`src/rtl/siteswap_decoder.sv`:
```
// siteswap_decoder: recovers siteswap throws from per-frame ball positions.
// One ball is scanned per cycle; each catch is divided into beats and emitted.
module siteswap_decoder #(
   parameter int LIFT       = 16,
   parameter int CATCH      = 8,
   parameter int MIN_FLIGHT = 3
) (
   input  logic        clk_in,
   input  logic        rst_in,
   input  logic        nf_in,
   input  logic [10:0] ball_x_in [6:0],
   input  logic [9:0]  ball_y_in [6:0],
   input  logic        ball_valid_in,
   input  logic [2:0]  num_balls,
   input  logic [10:0] hand_x_in [1:0],
   input  logic [9:0]  hand_y_in,
   input  logic [14:0] frame_per_beat,
   input  logic        throw_ready_in,
   output logic        throw_valid_out,
   output logic [2:0]  throw_ball_out,
   output logic        throw_hand_out,
   output logic [2:0]  throw_out,
   output logic [11:0] throw_t_out,
   output logic        throw_sat_out,
   output logic        overrun_out
);

   typedef enum logic [2:0] {
      IDLE, CAPTURE, SCAN, DIVIDE, EMIT
   } state_t;

   state_t      state_q, state_d;
   logic [11:0] t_q, tf_q;
   logic [10:0] x_q [6:0];
   logic [9:0]  y_q [6:0];
   logic [2:0]  nb_q, i_q;
   logic [14:0] fpb_q;
   logic [10:0] mid_q;
   logic [6:0]  fly_q, hand_q;
   logic [11:0] launch_q [6:0];
   logic [15:0] rem_q;
   logic [3:0]  q_q;

   logic [11:0] mid_sum, flight;
   logic [10:0] y_ext, hy_ext;
   logic        rise, land, active, keep, last;
   logic        div_c, sub_ok;
   logic [15:0] half;

   always_comb begin
      mid_sum = {1'b0, hand_x_in[0]} + {1'b0, hand_x_in[1]};
      y_ext   = {1'b0, y_q[i_q]};
      hy_ext  = {1'b0, hand_y_in};
      rise    = (y_ext + 11'(LIFT)) < hy_ext;
      land    = (y_ext + 11'(CATCH)) >= hy_ext;
      flight  = tf_q - launch_q[i_q];
      active  = i_q < nb_q;
      keep    = flight >= 12'(MIN_FLIGHT);
      last    = i_q == 3'd6;
      div_c   = active && fly_q[i_q] && land && keep;
      sub_ok  = (rem_q >= {1'b0, fpb_q}) && !q_q[3];
      half    = {2'b0, fpb_q[14:1]};
   end

   always_ff @(posedge clk_in or negedge rst_in) begin
      if (!rst_in) state_q <= IDLE;
      else         state_q <= state_d;
   end

   always_comb begin
      state_d = state_q;
      unique case (state_q)
         IDLE:    if (nf_in && ball_valid_in) state_d = CAPTURE;
         CAPTURE: state_d = SCAN;
         SCAN: begin
            if (div_c)     state_d = DIVIDE;
            else if (last) state_d = IDLE;
         end
         DIVIDE:  if (!sub_ok) state_d = EMIT;
         EMIT: begin
            if (throw_ready_in) state_d = last ? IDLE : SCAN;
         end
         default: state_d = IDLE;
      endcase
   end

   always_ff @(posedge clk_in or negedge rst_in) begin
      if (!rst_in) begin
         t_q             <= '0;
         tf_q            <= '0;
         nb_q            <= '0;
         i_q             <= '0;
         fpb_q           <= '0;
         mid_q           <= '0;
         fly_q           <= '0;
         hand_q          <= '0;
         rem_q           <= '0;
         q_q             <= '0;
         throw_valid_out <= 1'b0;
         throw_ball_out  <= '0;
         throw_hand_out  <= 1'b0;
         throw_out       <= '0;
         throw_t_out     <= '0;
         throw_sat_out   <= 1'b0;
         overrun_out     <= 1'b0;
         for (int k = 0; k < 7; k++) begin
            x_q[k]      <= '0;
            y_q[k]      <= '0;
            launch_q[k] <= '0;
         end
      end else begin
         t_q         <= t_q + 12'(nf_in);
         overrun_out <= nf_in && (state_q != IDLE);
         unique case (state_q)
            IDLE: begin
               if (nf_in && ball_valid_in) begin
                  x_q   <= ball_x_in;
                  y_q   <= ball_y_in;
                  nb_q  <= num_balls;
                  fpb_q <= frame_per_beat;
                  mid_q <= mid_sum[11:1];
                  tf_q  <= t_q;
               end
            end
            CAPTURE: i_q <= '0;
            SCAN: begin
               if (!active) begin
                  fly_q[i_q] <= 1'b0;
               end else if (!fly_q[i_q]) begin
                  if (rise) begin
                     fly_q[i_q]    <= 1'b1;
                     launch_q[i_q] <= tf_q;
                     hand_q[i_q]   <= x_q[i_q] >= mid_q;
                  end
               end else if (land) begin
                  fly_q[i_q] <= 1'b0;
               end
               if (div_c) begin
                  rem_q <= {4'b0, flight} + half;
                  q_q   <= '0;
               end else if (!last) begin
                  i_q <= i_q + 3'd1;
               end
            end
            DIVIDE: begin
               if (sub_ok) begin
                  rem_q <= rem_q - {1'b0, fpb_q};
                  q_q   <= q_q + 4'd1;
               end else begin
                  throw_valid_out <= 1'b1;
                  throw_ball_out  <= i_q;
                  throw_hand_out  <= hand_q[i_q];
                  throw_t_out     <= launch_q[i_q];
                  throw_sat_out   <= q_q[3];
                  // zero beats still reads as the minimum throw
                  throw_out <= q_q[3] ? 3'd7 :
                               (q_q == 4'd0) ? 3'd1 : q_q[2:0];
               end
            end
            EMIT: begin
               if (throw_ready_in) begin
                  throw_valid_out <= 1'b0;
                  if (!last) i_q <= i_q + 3'd1;
               end
            end
            default: ;
         endcase
      end
   end

endmodule

```
`config.mk`:
```
export PLATFORM = sky130hd
export DESIGN_NAME = siteswap_decoder
export DESIGN_NICKNAME = d
export VERILOG_FILES = /design/src/rtl/siteswap_decoder.sv
export SDC_FILE = /design/constraint.sdc
export NUM_CORES = 1
export LEC_CHECK = 0
export CORE_AREA = 2 2 219 221
export CTS_BUF_LIST = sky130_fd_sc_hd__clkbuf_8
export DETAILED_ROUTE_END_ITERATION = 16
export DIE_AREA = 0 0 221 223
export SKIP_LAST_GASP = 1
export SLEW_MARGIN = 30
export SYNTH_ARGS = -nofsm -noshare
export SYNTH_HDL_FRONTEND = slang
export SYNTH_SLANG_ARGS = --single-unit
```
`constraint.sdc`:
```
create_clock -name clk_in -period 12.7 [get_ports clk_in]
set_input_delay 2.54 -clock clk_in [delete_from_list [all_inputs] [get_ports clk_in]]
set_output_delay 2.54 -clock clk_in [all_outputs]
set_load 0.1 [all_outputs]
```
==> impl_summary.txt <==
----------------------------------------------------
[Run status]
  Status ... finished clean

[Timing]
  Slew at the pin closest to its max-slew limit ... between 1 and 1.5 ns
  Max_slew headroom ... 0.329
  Unrepaired setup endpoints after global routing ... no
  Setup TNS after final layout ... 0 ns
  Max frequency ... ~160 MHz
  Max Transition Viols Final ... 0
  Final Cycle Share ... 0.492
  Clock tree skew after final layout ... ~0.029 ns
  Post-route minimum period ... 6.25 ns
  Number of endpoints failing setup at the final stage ... 0
  Final hold vios ... 0

[Global route]
  Wire length of the first global-routing pass ... approximately 83,000 microns
  All-Layer GR Usage ... 0.211
  Vias in the first global route ... 15,100
  Met2 demand-to-capacity share in global routing ... 0.340
  Antenna violations before repair ... 0
  Met3 layer usage reported by global route ... 0.0335
  Maximum number of pins on one net before global-route repair ... approximately 120
  Global-route layer with the greatest usage ... met2
  GRT met1 Usage ... 0.290
  Global-route congestion overflow total ... 0

[Routing]
  DRC violation total after the first TritonRoute iteration ... between 1,000 and 1,500
  Via count ... 14,600
  DRC violation count after routing ... 0
  Number of optimization iterations in the first detailed-route pass ... 5
  Final wirelength ... between 50,000 and 60,000 microns
  Antenna viol nets, final ... 0
  Routed via count divided by cell count ... about 5.3
  Post-detailed-route wirelength per cell ... approximately 19 microns

[Yosys]
  Proportion of netlist area held by the largest area contributor ... 0.468
  Async set-reset flop share out of synthesis ... 1.00
  Post-synth net total ... around 2,200
  Number of synthesized register bits ... approximately 350
  Mapped cell area ... 18,500 sq um
  Post-Synthesis Mean Instance Area ... approximately 9.7 sq um
  Cell count after synthesis ... ~1,900
  Flip-flop cell with the highest count after synthesis ... sky130_fd_sc_hd__dfrtp_1
  Portion of the post-synthesis area used by sequential elements ... 0.468
  Post-synth top area cell ... sky130_fd_sc_hd__dfrtp_1
  Synth warnings ... 0
  Largest cells by area after synthesis ... sky130_fd_sc_hd__dfrtp_1 (47%), sky130_fd_sc_hd__nand2_1 (12%), sky130_fd_sc_hd__mux2_2 (5.9%), sky130_fd_sc_hd__ha_1 (5.8%), sky130_fd_sc_hd__o21ai_0 (2.4%)
  Count of flip-flops with a built-in enable after synthesis ... 0
  Distinct cell type count of the synthesized netlist ... 84

[Placement]
  Routability congestion estimate from global placement ... 0.849
  Instance area at placement ... 21,200 sq um
  Port buffer count ... around 220
  Half-perimeter wire length after placement ... about 36,000 microns

[Finish]
  Number of nets in the layout ... 2,414
  Post-synthesis to final-layout area growth ... 21.4%
  Final design area excluding fillers ... ~22,000 sq um
  # fillers ... 4,471
  Final antenna diode count ... 0
  Fraction of final layout cells sized beyond drive strength 1 ... 0.117

[Power]
  Cell leakage power ... around 11 nW
  Power Density ... 264 nW/um^2
  Maximum vdd ir drop ... around 0.18 mV

[Die]
  Area of the placeable core ... about 47,000 sq um
  Height of the die ... 223 microns
  Die outline width ... approximately 220 microns
  Starting density of the core ... 0.393
  Die area ... 49,300 sq um
  Top-level port count ... around 220
  Num rows ... 80

[Worst setup path]
  Launching element type of the critical path ... register
  Worst setup path class ... reg -> reg
  Setup crit end kind ... register
  Required time at the endpoint of the critical path ... between 10 and 15 ns
  Crit Path Max Fanout ... 43
  Arrival @ worst endpoint ... just under 7 ns

[CTS]
  CTS-repair resized insts ... 0
  Setup fix buffers added after clock tree synthesis ... 0
  TritonCTS clock tree ... done
  Number of sinks handled by clock tree synthesis ... about 350
  Max clock buf depth ... 3
  TritonCTS buffer count ... ~60
  Hold buffers post-CTS ... 0
  Htree depth ... 2
  Clock-pin slew reported for the worst setup and hold paths after clock tree synthesis ... about 0.06 ns
  Clock tree root buffer cell ... sky130_fd_sc_hd__clkbuf_8
  Source-to-sink clock delay at the later pin of the worst-skew pair ... around 0.67 ns

[Worst hold path]
  Class of the tightest hold or removal check ... reg -> reg

[Job]
  Number of maximum-capacitance constraint violations ... 0

----------------------------------------------------
-- logic make-up after synthesis --
group,after synthesis,share of synthesized area
buffers and inverters,163,0.0389
AND/OR/NAND/NOR,769,0.176
XOR/XNOR,53,0.0255
flip-flops,346,0.468
multiplexers,180,0.118
adder cells (fa/ha/maj),90,0.0624
AO/OA/AOI/OAI,317,0.112
-- sequential cells by signal, indices dropped and copies added (netlist names), 4 cells and up, named ones only --
signal and cells:
fpb_q 15, hand_q 7, launch_q 84, mid_q 11, q_q 4, rem_q 16, t_q 12, tf_q 12
throw_t_out 12, x_q 77, y_q 70
-- worst max-delay path, cell delays in order, from the launching register on --
cell	delay (ns)
sky130_fd_sc_hd__dfrtp_4	0.70
sky130_fd_sc_hd__buf_4	0.61
sky130_fd_sc_hd__inv_1	0.45
sky130_fd_sc_hd__nor2_1	0.41
sky130_fd_sc_hd__a22oi_1	0.12
sky130_fd_sc_hd__o221ai_1	0.38
sky130_fd_sc_hd__ha_1	0.24
sky130_fd_sc_hd__inv_1	0.08
sky130_fd_sc_hd__a211oi_4	0.23
sky130_fd_sc_hd__xnor2_1	0.15
sky130_fd_sc_hd__ha_1	0.26
sky130_fd_sc_hd__and4_1	0.20
sky130_fd_sc_hd__a211o_1	0.30
sky130_fd_sc_hd__a211oi_2	0.22
sky130_fd_sc_hd__and4_1	0.44
sky130_fd_sc_hd__nand2b_2	0.18
sky130_fd_sc_hd__nor3_4	0.67
sky130_fd_sc_hd__mux2_2	0.41
-- worst paths after layout --
path	cells after the start	slack, ns	endpoint	start
min in group asynchronous	1	1.75	fpb_q[6]$_DFFE_PN0P_	rst_in
max in group asynchronous	3	9.38	y_q[22]$_DFFE_PN0P_	rst_in
max	17	6.45	launch_q[0]$_DFFE_PN0P_	i_q[1]$_DFFE_PN0P_
max reg2reg	17	6.45	launch_q[0]$_DFFE_PN0P_	i_q[1]$_DFFE_PN0P_
min	2	0.47	y_q[23]$_DFFE_PN0P_	y_q[23]$_DFFE_PN0P_
min reg2reg	2	0.47	y_q[23]$_DFFE_PN0P_	y_q[23]$_DFFE_PN0P_
-- per-stage QoR --
| stage | instances | total power [mW] | hold WS [ns] | setup WS (ns) | utilization |
|---|---|---|---|---|---|
| finish | 2781 | 5.93 | 0.465 | 6.45 | 0.477 |
| global route | 2781 | 6.40 | 0.490 | 6.14 | 0.477 |
| CTS | 2780 | 5.95 | 0.472 | 6.44 | 0.476 |
| detailed placement | 2675 | 4.88 | 0.457 | 6.47 | 0.450 |
| global placement | 2675 | 4.81 | 0.454 | 6.57 | 0.450 |
| floorplan | 1918 | 4.03 | 0.440 | 7.55 | - |
-- cell usage after synthesis (6+ instances only) --
cell type and number:
sky130_fd_sc_hd__a21o_1 19, sky130_fd_sc_hd__o21a_1 16, sky130_fd_sc_hd__and2_1 8, sky130_fd_sc_hd__nor2b_1 13, sky130_fd_sc_hd__xor2_1 19, sky130_fd_sc_hd__nand2_1 569, sky130_fd_sc_hd__o21ai_0 90, sky130_fd_sc_hd__a31oi_1 13
sky130_fd_sc_hd__a22oi_1 15, sky130_fd_sc_hd__ha_1 86, sky130_fd_sc_hd__a22o_1 6, sky130_fd_sc_hd__mux4_2 17, sky130_fd_sc_hd__inv_1 65, sky130_fd_sc_hd__dfrtp_1 346, sky130_fd_sc_hd__mux2_2 97, sky130_fd_sc_hd__a221o_1 8
sky130_fd_sc_hd__and3_1 7, sky130_fd_sc_hd__a21oi_1 74, sky130_fd_sc_hd__mux2i_1 42, sky130_fd_sc_hd__buf_2 14, sky130_fd_sc_hd__xnor2_1 33, sky130_fd_sc_hd__nor2_1 76, sky130_fd_sc_hd__nand2b_1 17, sky130_fd_sc_hd__mux2_1 19
sky130_fd_sc_hd__nor3_1 18, sky130_fd_sc_hd__o221ai_1 7, sky130_fd_sc_hd__buf_1 9, sky130_fd_sc_hd__nand3_1 23, sky130_fd_sc_hd__buf_6 8, sky130_fd_sc_hd__a211oi_1 10, sky130_fd_sc_hd__o211ai_1 7, sky130_fd_sc_hd__clkbuf_1 59
-- placed cells by master, fill, tap and decap left out, types with 74 or more instances in the layout --
cell type and count:
sky130_fd_sc_hd__mux2_2 97, sky130_fd_sc_hd__o21ai_0 90, sky130_fd_sc_hd__a21oi_1 74, sky130_fd_sc_hd__inv_1 84
sky130_fd_sc_hd__clkdlybuf4s50_1 220, sky130_fd_sc_hd__nor2_1 76, sky130_fd_sc_hd__ha_1 86, sky130_fd_sc_hd__clkbuf_8 79
sky130_fd_sc_hd__nand2_1 569, sky130_fd_sc_hd__dfrtp_1 343
-- layer usage --
layer	vias up	share of wire
met1	7156	0.46
met2	395	0.47
li1	6977	-
met4	0	0.027
met5	-	0
met3	91	0.051
-- power by group --
part           internal [mW]  total (mW)  switching (mW)
sequential              1.49        1.81           0.316
combinational           1.26        3.07            1.82
clock                  0.573        1.04           0.471
total                   3.32        5.93            2.61
-- layout make-up --
type | count | area [sq um] | share of cell area
Clock buffer | 79 | 1090 | 0.0484
Timing Repair Buffer | 239 | 2380 | 0.106
Tap cell | 615 | 769 | 0.0342
Inverter | 67 | 251 | 0.0112
Multi-Input combinational cell | 1409 | 9160 | 0.408
Clock inverter | 26 | 154 | 0.00685
Sequential cell | 346 | 8670 | 0.386
No activity file was read; power rests on OpenSTA's default activity.
